$ cat src/rtl/bus_arb_pkg.sv
// Shared levels and helpers for the round-robin bus arbiter.
// Grant/request/lock pins are active-low; reset is active-low.
package bus_arb_pkg;

  localparam logic ENABLE       = 1'b0;
  localparam logic DISABLE      = 1'b1;
  localparam logic RESET_ENABLE = 1'b0;

  function automatic int mod_inc(
    input int idx,
    input int n
  );
    return (idx + 1 >= n) ? 0 : idx + 1;
  endfunction

endpackage

$ cat src/rtl/rr_pick.sv
// Rotate-priority search: first active request from start upward,
// wrapping modulo N, never choosing the excluded index.
import bus_arb_pkg::*;

module rr_pick #(
  parameter int N = 4,
  parameter int W = 2
) (
  input  logic [N-1:0] req,
  input  logic [W-1:0] start,
  input  logic [W-1:0] excl,
  output logic         found,
  output logic [W-1:0] winner
);

  logic [W-1:0] idx;

  always_comb begin
    found  = 1'b0;
    winner = '0;
    idx    = start;
    for (int i = 0; i < N; i++) begin
      if (!found && req[idx] && idx != excl) begin
        found  = 1'b1;
        winner = idx;
      end
      idx = W'(mod_inc(32'(idx), N));
    end
  end

endmodule

$ cat src/rtl/bus_arbiter_rr.sv
// Round-robin bus arbiter with parked grant and owner index.
// Define BUS_ARB_TENURE_EN to preempt long contended tenures.
import bus_arb_pkg::*;

module bus_arbiter_rr #(
  parameter int NUM_MASTERS = 4,
  parameter int OWNER_W     = $clog2(NUM_MASTERS),
  parameter int MAX_TENURE  = 16
) (
  input  logic                   clk,
  input  logic                   reset,
  input  logic [NUM_MASTERS-1:0] req_,
  input  logic [NUM_MASTERS-1:0] lock_,
  output logic [NUM_MASTERS-1:0] grnt_,
  output logic [OWNER_W-1:0]     owner,
  output logic                   handover
);

  logic [NUM_MASTERS-1:0] req;
  logic [NUM_MASTERS-1:0] others;
  logic [OWNER_W-1:0]     start;
  logic [OWNER_W-1:0]     winner;
  logic [OWNER_W-1:0]     owner_nxt;
  logic                   found;
  logic                   own_req;
  logic                   contention;
  logic                   preempt;

  assign req   = ~req_;
  assign start = OWNER_W'(mod_inc(32'(owner), NUM_MASTERS));

  always_comb begin
    others        = req;
    others[owner] = 1'b0;
  end

  assign own_req    = req[owner];
  assign contention = |others;

  rr_pick #(
    .N (NUM_MASTERS),
    .W (OWNER_W)
  ) u_pick (
    .req    (req),
    .start  (start),
    .excl   (owner),
    .found  (found),
    .winner (winner)
  );

  always_comb begin
    owner_nxt = owner;
    if (!(own_req && !preempt) && found)
      owner_nxt = winner;
  end

  always_comb begin
    grnt_        = {NUM_MASTERS{DISABLE}};
    grnt_[owner] = ENABLE;
  end

  always_ff @(posedge clk) begin
    if (reset == RESET_ENABLE) begin
      owner    <= '0;
      handover <= 1'b0;
    end else begin
      owner    <= owner_nxt;
      handover <= (owner_nxt != owner);
    end
  end

`ifdef BUS_ARB_TENURE_EN
  localparam int TEN_W = $clog2(MAX_TENURE);
  localparam logic [TEN_W-1:0] TEN_LAST = TEN_W'(MAX_TENURE - 1);

  logic [TEN_W-1:0] tenure;
  logic [TEN_W-1:0] tenure_nxt;
  logic             holds;

  assign preempt = (tenure == TEN_LAST) && contention
                   && (lock_[owner] == DISABLE);
  assign holds   = (owner_nxt == owner) && contention;

  // Saturates while locked; cleared on any handover or idle edge.
  always_comb begin
    tenure_nxt = '0;
    if (holds)
      tenure_nxt = (tenure == TEN_LAST) ? tenure : tenure + 1'b1;
  end

  always_ff @(posedge clk) begin
    if (reset == RESET_ENABLE)
      tenure <= '0;
    else
      tenure <= tenure_nxt;
  end
`else
  logic cfg_unused;

  assign preempt    = 1'b0;
  assign cfg_unused = ^lock_ ^ (MAX_TENURE == 0);
`endif

endmodule
$ cat config.mk
export PLATFORM = sky130hd
export DESIGN_NAME = bus_arbiter_rr
export DESIGN_NICKNAME = d
export VERILOG_FILES = /design/src/rtl/bus_arb_pkg.sv /design/src/rtl/rr_pick.sv /design/src/rtl/bus_arbiter_rr.sv
export SDC_FILE = /design/constraint.sdc
export NUM_CORES = 1
export LEC_CHECK = 0
export BUFFER_PORTS_ARGS = -buffer_cell sky130_fd_sc_hd__buf_2
export CAP_MARGIN = 10
export CORE_MARGIN = 5
export CORE_UTILIZATION = 30
export DETAILED_ROUTE_END_ITERATION = 16
export GPL_TIMING_DRIVEN = 0
export PLACE_DENSITY = 0.65
export SKIP_CTS_REPAIR_TIMING = 1
export SLEW_MARGIN = 20
export SYNTH_ARGS = -nofsm -noshare
export SYNTH_HDL_FRONTEND = slang
export SYNTH_SLANG_ARGS = --single-unit
$ cat constraint.sdc
create_clock -name clk -period 2.8 [get_ports clk]
set_clock_uncertainty 0.15 [all_clocks]
set_input_delay 0.28 -clock clk [delete_from_list [all_inputs] [get_ports clk]]
set_output_delay 0.28 -clock clk [all_outputs]
set_load 0.1 [all_outputs]
---- After elaboration in Yosys (flattened, before gate mapping) ----
Index checks and enable logic that the tools add are counted.
operators by class
  bitwise logic cells ..................... 2
  add/subtract/negate cells ............... 4
  reductions and logical operators ........ 13
  magnitude comparators ................... 10
  mux-type cells .......................... 25
  eq/ne operators ......................... 5
operators by type and width
  cell                   count
  $mux W2                9
  $lt A2 B3 Y1 const B   5
  $add A2 B1 Y3 const B  4
  $ge A3 B3 Y1 const B   4
  $bmux W1 S2            5
  $mux W1                10
  $ne A2 B2 Y1           5
  $logic_and A1 B1 Y1    9
  $not A4 Y4             2
  $logic_not A1 Y1       4
  $demux W1 S2           1
  $ge A2 B1 Y1 const B   1
word-level totals
  flip-flop bits (word level) ............. 3
  word-level logic and storage cells ...... 61
  bits of input ports ..................... 10
  output and inout bits ................... 7

---- Logic depth before layout (Yosys ltp) ----
  depth after elaboration ................. 22
  depth in mapped cells ................... 10
  depth with buffers taken out ............ 8

---- Hierarchy ----
Synthesis repeated with hierarchy kept, for this count alone.
unflattened totals
  cell total of the unflattened synthesis .. 98
  area total of the unflattened synthesis .. 720.7 um^2
modules (own cells, without submodules)
  module          area each (um^2)  cells an instance  instances  seq. area each (um^2)
  rr_pick         464.2             64                 1          0.0
  bus_arbiter_rr  256.5             34                 1          60.1

---- Worst setup path after synthesis ----
No wires, ideal clock.
  path kind ............................... reg2reg
  from .................................... register owner[0]
  to ...................................... register owner[0]
  setup time .............................. 0.119 ns
  path buffers ............................ 1
  data required time ...................... 2.531 ns
  slack ................................... -0.516 ns
  clock period less this slack ............ 3.316 ns
  arrival time ............................ 3.047 ns
  stages on the path, launching flop included .. 10
  cell sequence ........................... dfxtp_1 > buf_2 > inv_1 > ha_1 > or4b_1 > o311ai_2 > o21ai_2 > a41oi_2 > o21ai_1 > o221a_1
on the way
  cells in the longest elaborated chain, start to end .. 21
  elaborated cells between the ends (all ways) .. 47
  those cells by class .................... add/sub: 4; order compare: 4; eq/ne: 4; mux: 23; reduce/logical: 12
ends and longest elaborated chain
  item                                                                    RTL line              RTL
  start: declaration                                                      bus_arbiter_rr.sv:15  output logic [OWNER_W-1:0] owner,
  start signal: assignment                                                bus_arbiter_rr.sv:67  owner <= owner_nxt;
  parallel branches: the longest is 20 deep, another holds $add A2 B1 Y3  --
  $mux W2 *                                                               bus_arbiter_rr.sv:53  if (!(own_req && !preempt) && found)
Mark *: on every way between the ends. The select of a mux whose other input is x is not followed.
A chain may end at the register's enable or synchronous reset.

---- Worst setup path in the final report ----
Same ends and word-level chain as after synthesis.

==> run_results.csv <==
group,metric,value,unit
clocking,cts_made_buffers,3,
global_route,grt_antenna_before_repair,0,
placed_design,place.detailed.hpwl,1.17,mm
logic_synthesis,syn-num-nets,95,
layout,finalNetCount,112,
global_route,first_global_vias,593,
floorplanning,floorplan.io_pins,17,
floorplanning,die_area,3000,µm²
logic_synthesis,share_of_synthesized_cell_area_in_full_adder_half_adder_and_majority_cells,10.4,%
global_route,grt_pass1_wl,2.69,mm
setup_path,start_kind,"flop",
routing,firstDrtPassIters,4,
sta,setup_total_negative_slack,0,ps
setup_path,critical_path_peak_fanout,11,
clocking,cts_tree,"built",
floorplanning,height_of_the_chip,54.8,µm
worst_hold_path,holdPathEnd,"owner[1]",
setup_path,critical_register_to_register_path_startpoint,"owner[0]",
layout,syn_to_final_growth,23.9,%
placed_design,buffer_ports.inserted,12,
sta,finalCriticalPeriod,2660,ps
sta,final_setup_violation_count,0,
routing,drc,0,
routing,route.detailed.wl_per_inst,12.8,µm
sta,timing.fmax,376,MHz
floorplanning,chipWidth,54.8,µm
sta,grt_setup_unrepaired,"false",
layout,n_fill_cell,204,
layout,insertedDiodeCount,0,
job,drv_cap,0,
setup_path,cpMaxStageDelayCell,"sky130_fd_sc_hd__or4b_1",
sta,worst_slew_margin_rel,67.5,%
logic_synthesis,yosys_register_bits,3,
setup_path,critPathKind,"flop to flop",
layout,final_layout_size_suffix_gt1_share,28.1,%
routing,postRouteWirelength,1.58,mm
clocking,root_buffer_cell,"sky130_fd_sc_hd__clkbuf_4",
logic_synthesis,synthesis.instances,80,
logic_synthesis,synth_xor_xnor_area_share,1.46,%
logic_synthesis,ys_warn_count,0,
global_route,total_routing_usage_gr,12.8,%
setup_path,r2r_end,"owner[0]",
routing,via_count,650,
setup_path,maximum_cell_stage_delay_along_the_critical_path,540,ps
setup_path,worst_setup_end_kind,"flop",
logic_synthesis,synthMuxAreaShare,5.41,%
logic_synthesis,netlist_area_pre_place,602,µm²
worst_hold_path,hold_path_startpoint,"reset",
routing,drt-vias-per-instance,5.28,
setup_path,setup.reg_to_reg.worst_slack,140,ps
global_route,grt_max_degree,12,
clocking,clock_latency,240,ps
routing,detailedRoute.firstIterationViolations,11,
sta,fin_crit_sh,94.9,%
logic_synthesis,yosysSeqAreaShare,9.98,%
worst_hold_path,hold_path_depth,3,
logic_synthesis,synth_area_per_cell,7.52,µm²
layout,most-common-layout-cells,"sky130_fd_sc_hd__buf_2, sky130_fd_sc_hd__inv_1, sky130_fd_sc_hd__nand2b_1",
setup_path,timing.critical_path.arrival,2630,ps
setup_path,r2r_cells,9,
logic_synthesis,synth_top_family_by_area,"compound AO/OA/AOI/OAI gates",
clocking,clock_tree.buffer_depth,2,
setup_path,cp_top_family,"compound AO/OA/AOI/OAI gates",
placed_design,finalWeightedCongestion,0.882,
status,status,"finished clean",
floorplanning,std_cell_rows,16,
logic_synthesis,yosys.area_share.simple,30.6,%
layout,layout_commonest_cell,"sky130_fd_sc_hd__buf_2",
clocking,clock-sinks,3,
sta,worst_pin_slew,491,ps
floorplanning,initial_utilization,31.0,%
clocking,clk_pin_slew_worst_paths,40,ps
clocking,maximum_level_of_the_cts_h_tree,1,
sta,report.final.slew_viol_count,0,
routing,number_of_routed_nets_with_antenna_violations,0,
worst_hold_path,hold_path_class,"input port to flop",
setup_path,crit_path_cell_trace,"clkbuf_4, inv_1, ha_1, or4b_1, o311ai_2, o21ai_2, a41oi_2, o21ai_1, o221a_1",
floorplanning,floorplan.core_area,1940,µm²
setup_path,worst-endpoint-required,2780,ps
global_route,gr-total-overflow,0,
logic_synthesis,synth_compound_area_share,33.3,%
logic_synthesis,post_synth_num_cell_types,37,
sta,hold_violations,0,
setup_path,worst-path-buf-inv,2,
-- logic make-up after synthesis --
family / Yosys count
simple gates: 32
mux: 2
buf+inv: 13
fa+ha+maj: 5
xor+xnor: 1
compound gates: 24
flops: 3
-- how the worst max path moves through the flow --
stage / depth (start not counted) / from / slack (ps) / to
final: 9 / owner[0] / 140 / owner[0]
after floorplan: 9 / owner[0] / 80 / owner[0]
after global routing: 10 / owner[1] / 10 / owner[1]
after detailed placement: 9 / owner[0] / 130 / owner[0]
after CTS: 9 / owner[0] / 120 / owner[0]
after global placement: 9 / owner[0] / 130 / owner[0]
-- cells in the mapped netlist (all sizes together) --
| library cell | n | share of area, % |
|---|---|---|
| a211oi | 1 | 1.2 |
| o221a | 1 | 1.9 |
| or2 | 2 | 2.1 |
| buf | 4 | 3.3 |
| nor2 | 5 | 3.1 |
| a41oi | 1 | 2.7 |
| nand3b | 1 | 1.2 |
| or3 | 3 | 3.1 |
| a32o | 1 | 1.7 |
| mux2i | 1 | 1.7 |
| o21a | 1 | 1.2 |
| nand2 | 4 | 2.5 |
| o32a | 1 | 1.7 |
| o311ai | 1 | 2.7 |
| ha | 5 | 10 |
| inv | 9 | 5.6 |
| xnor2 | 1 | 1.5 |
| and3b | 1 | 1.5 |
| or3b | 1 | 1.5 |
| nand3 | 3 | 2.5 |
| nor3 | 2 | 1.7 |
| nand4 | 1 | 1.0 |
| nor4b | 1 | 1.5 |
| and2 | 1 | 1.0 |
| nand2b | 6 | 6.2 |
| a31oi | 4 | 4.2 |
| o32ai | 1 | 2.7 |
| dfxtp | 3 | 10 |
| a221o | 1 | 1.7 |
| o211ai | 1 | 2.1 |
| a21oi | 4 | 3.3 |
| o21ai | 5 | 4.8 |
| or4b | 1 | 1.7 |
| o2111ai | 1 | 1.5 |
| mux4 | 1 | 3.7 |
-- worst register-to-register path, cell delays in order, from the launching register on --
cell and delay (ps):
sky130_fd_sc_hd__dfxtp_4 400, sky130_fd_sc_hd__clkbuf_4 230, sky130_fd_sc_hd__inv_1 90, sky130_fd_sc_hd__ha_1 330, sky130_fd_sc_hd__or4b_1 540, sky130_fd_sc_hd__o311ai_2 110
sky130_fd_sc_hd__o21ai_2 120, sky130_fd_sc_hd__a41oi_2 260, sky130_fd_sc_hd__o21ai_1 100, sky130_fd_sc_hd__o221a_1 220
-- sequential cells by signal (all words and copies together), names as in the netlist --
register,flops
handover,1
owner,2
-- through the flow --
stage | util, % | hold slack, ps | area (µm²) | setup slack, ps | cells
after floorplan | - | 230 | 609 | 79.9 | 80
after global routing | 38.4 | 135 | 746 | 11.8 | 123
final | 38.4 | 115 | 746 | 142 | 123
after CTS | 37.6 | 109 | 729 | 120 | 123
after detailed placement | 36.2 | 368 | 703 | 132 | 119
after global placement | 36.2 | 363 | 703 | 129 | 119
-- routing by layer --
metal / vias to the layer above / part of all wire (%) / GRT usage [%]
li1: 332 / - / -
met1: 303 / 45 / 15.6
met2: 11 / 49 / 19.3
met3: 4 / 4.4 / 2.45
met4: 0 / 1.6 / 9.96
met5: - / 0 / 0
-- final cells by class --
cell class	instances	area [µm²]	area share (%)
plain buffers	4	25.0	3.36
well taps	27	33.8	4.53
inverters	9	33.8	4.53
repair buffers	12	60.1	8.05
clock buffers	4	26.3	3.52
multi-input cells	64	499	66.9
flip-flops and latches	3	67.6	9.06
Power is left out: the tool's default activity adds up to more than one toggle a clock period on the data nets, which glitch-free logic cannot reach.
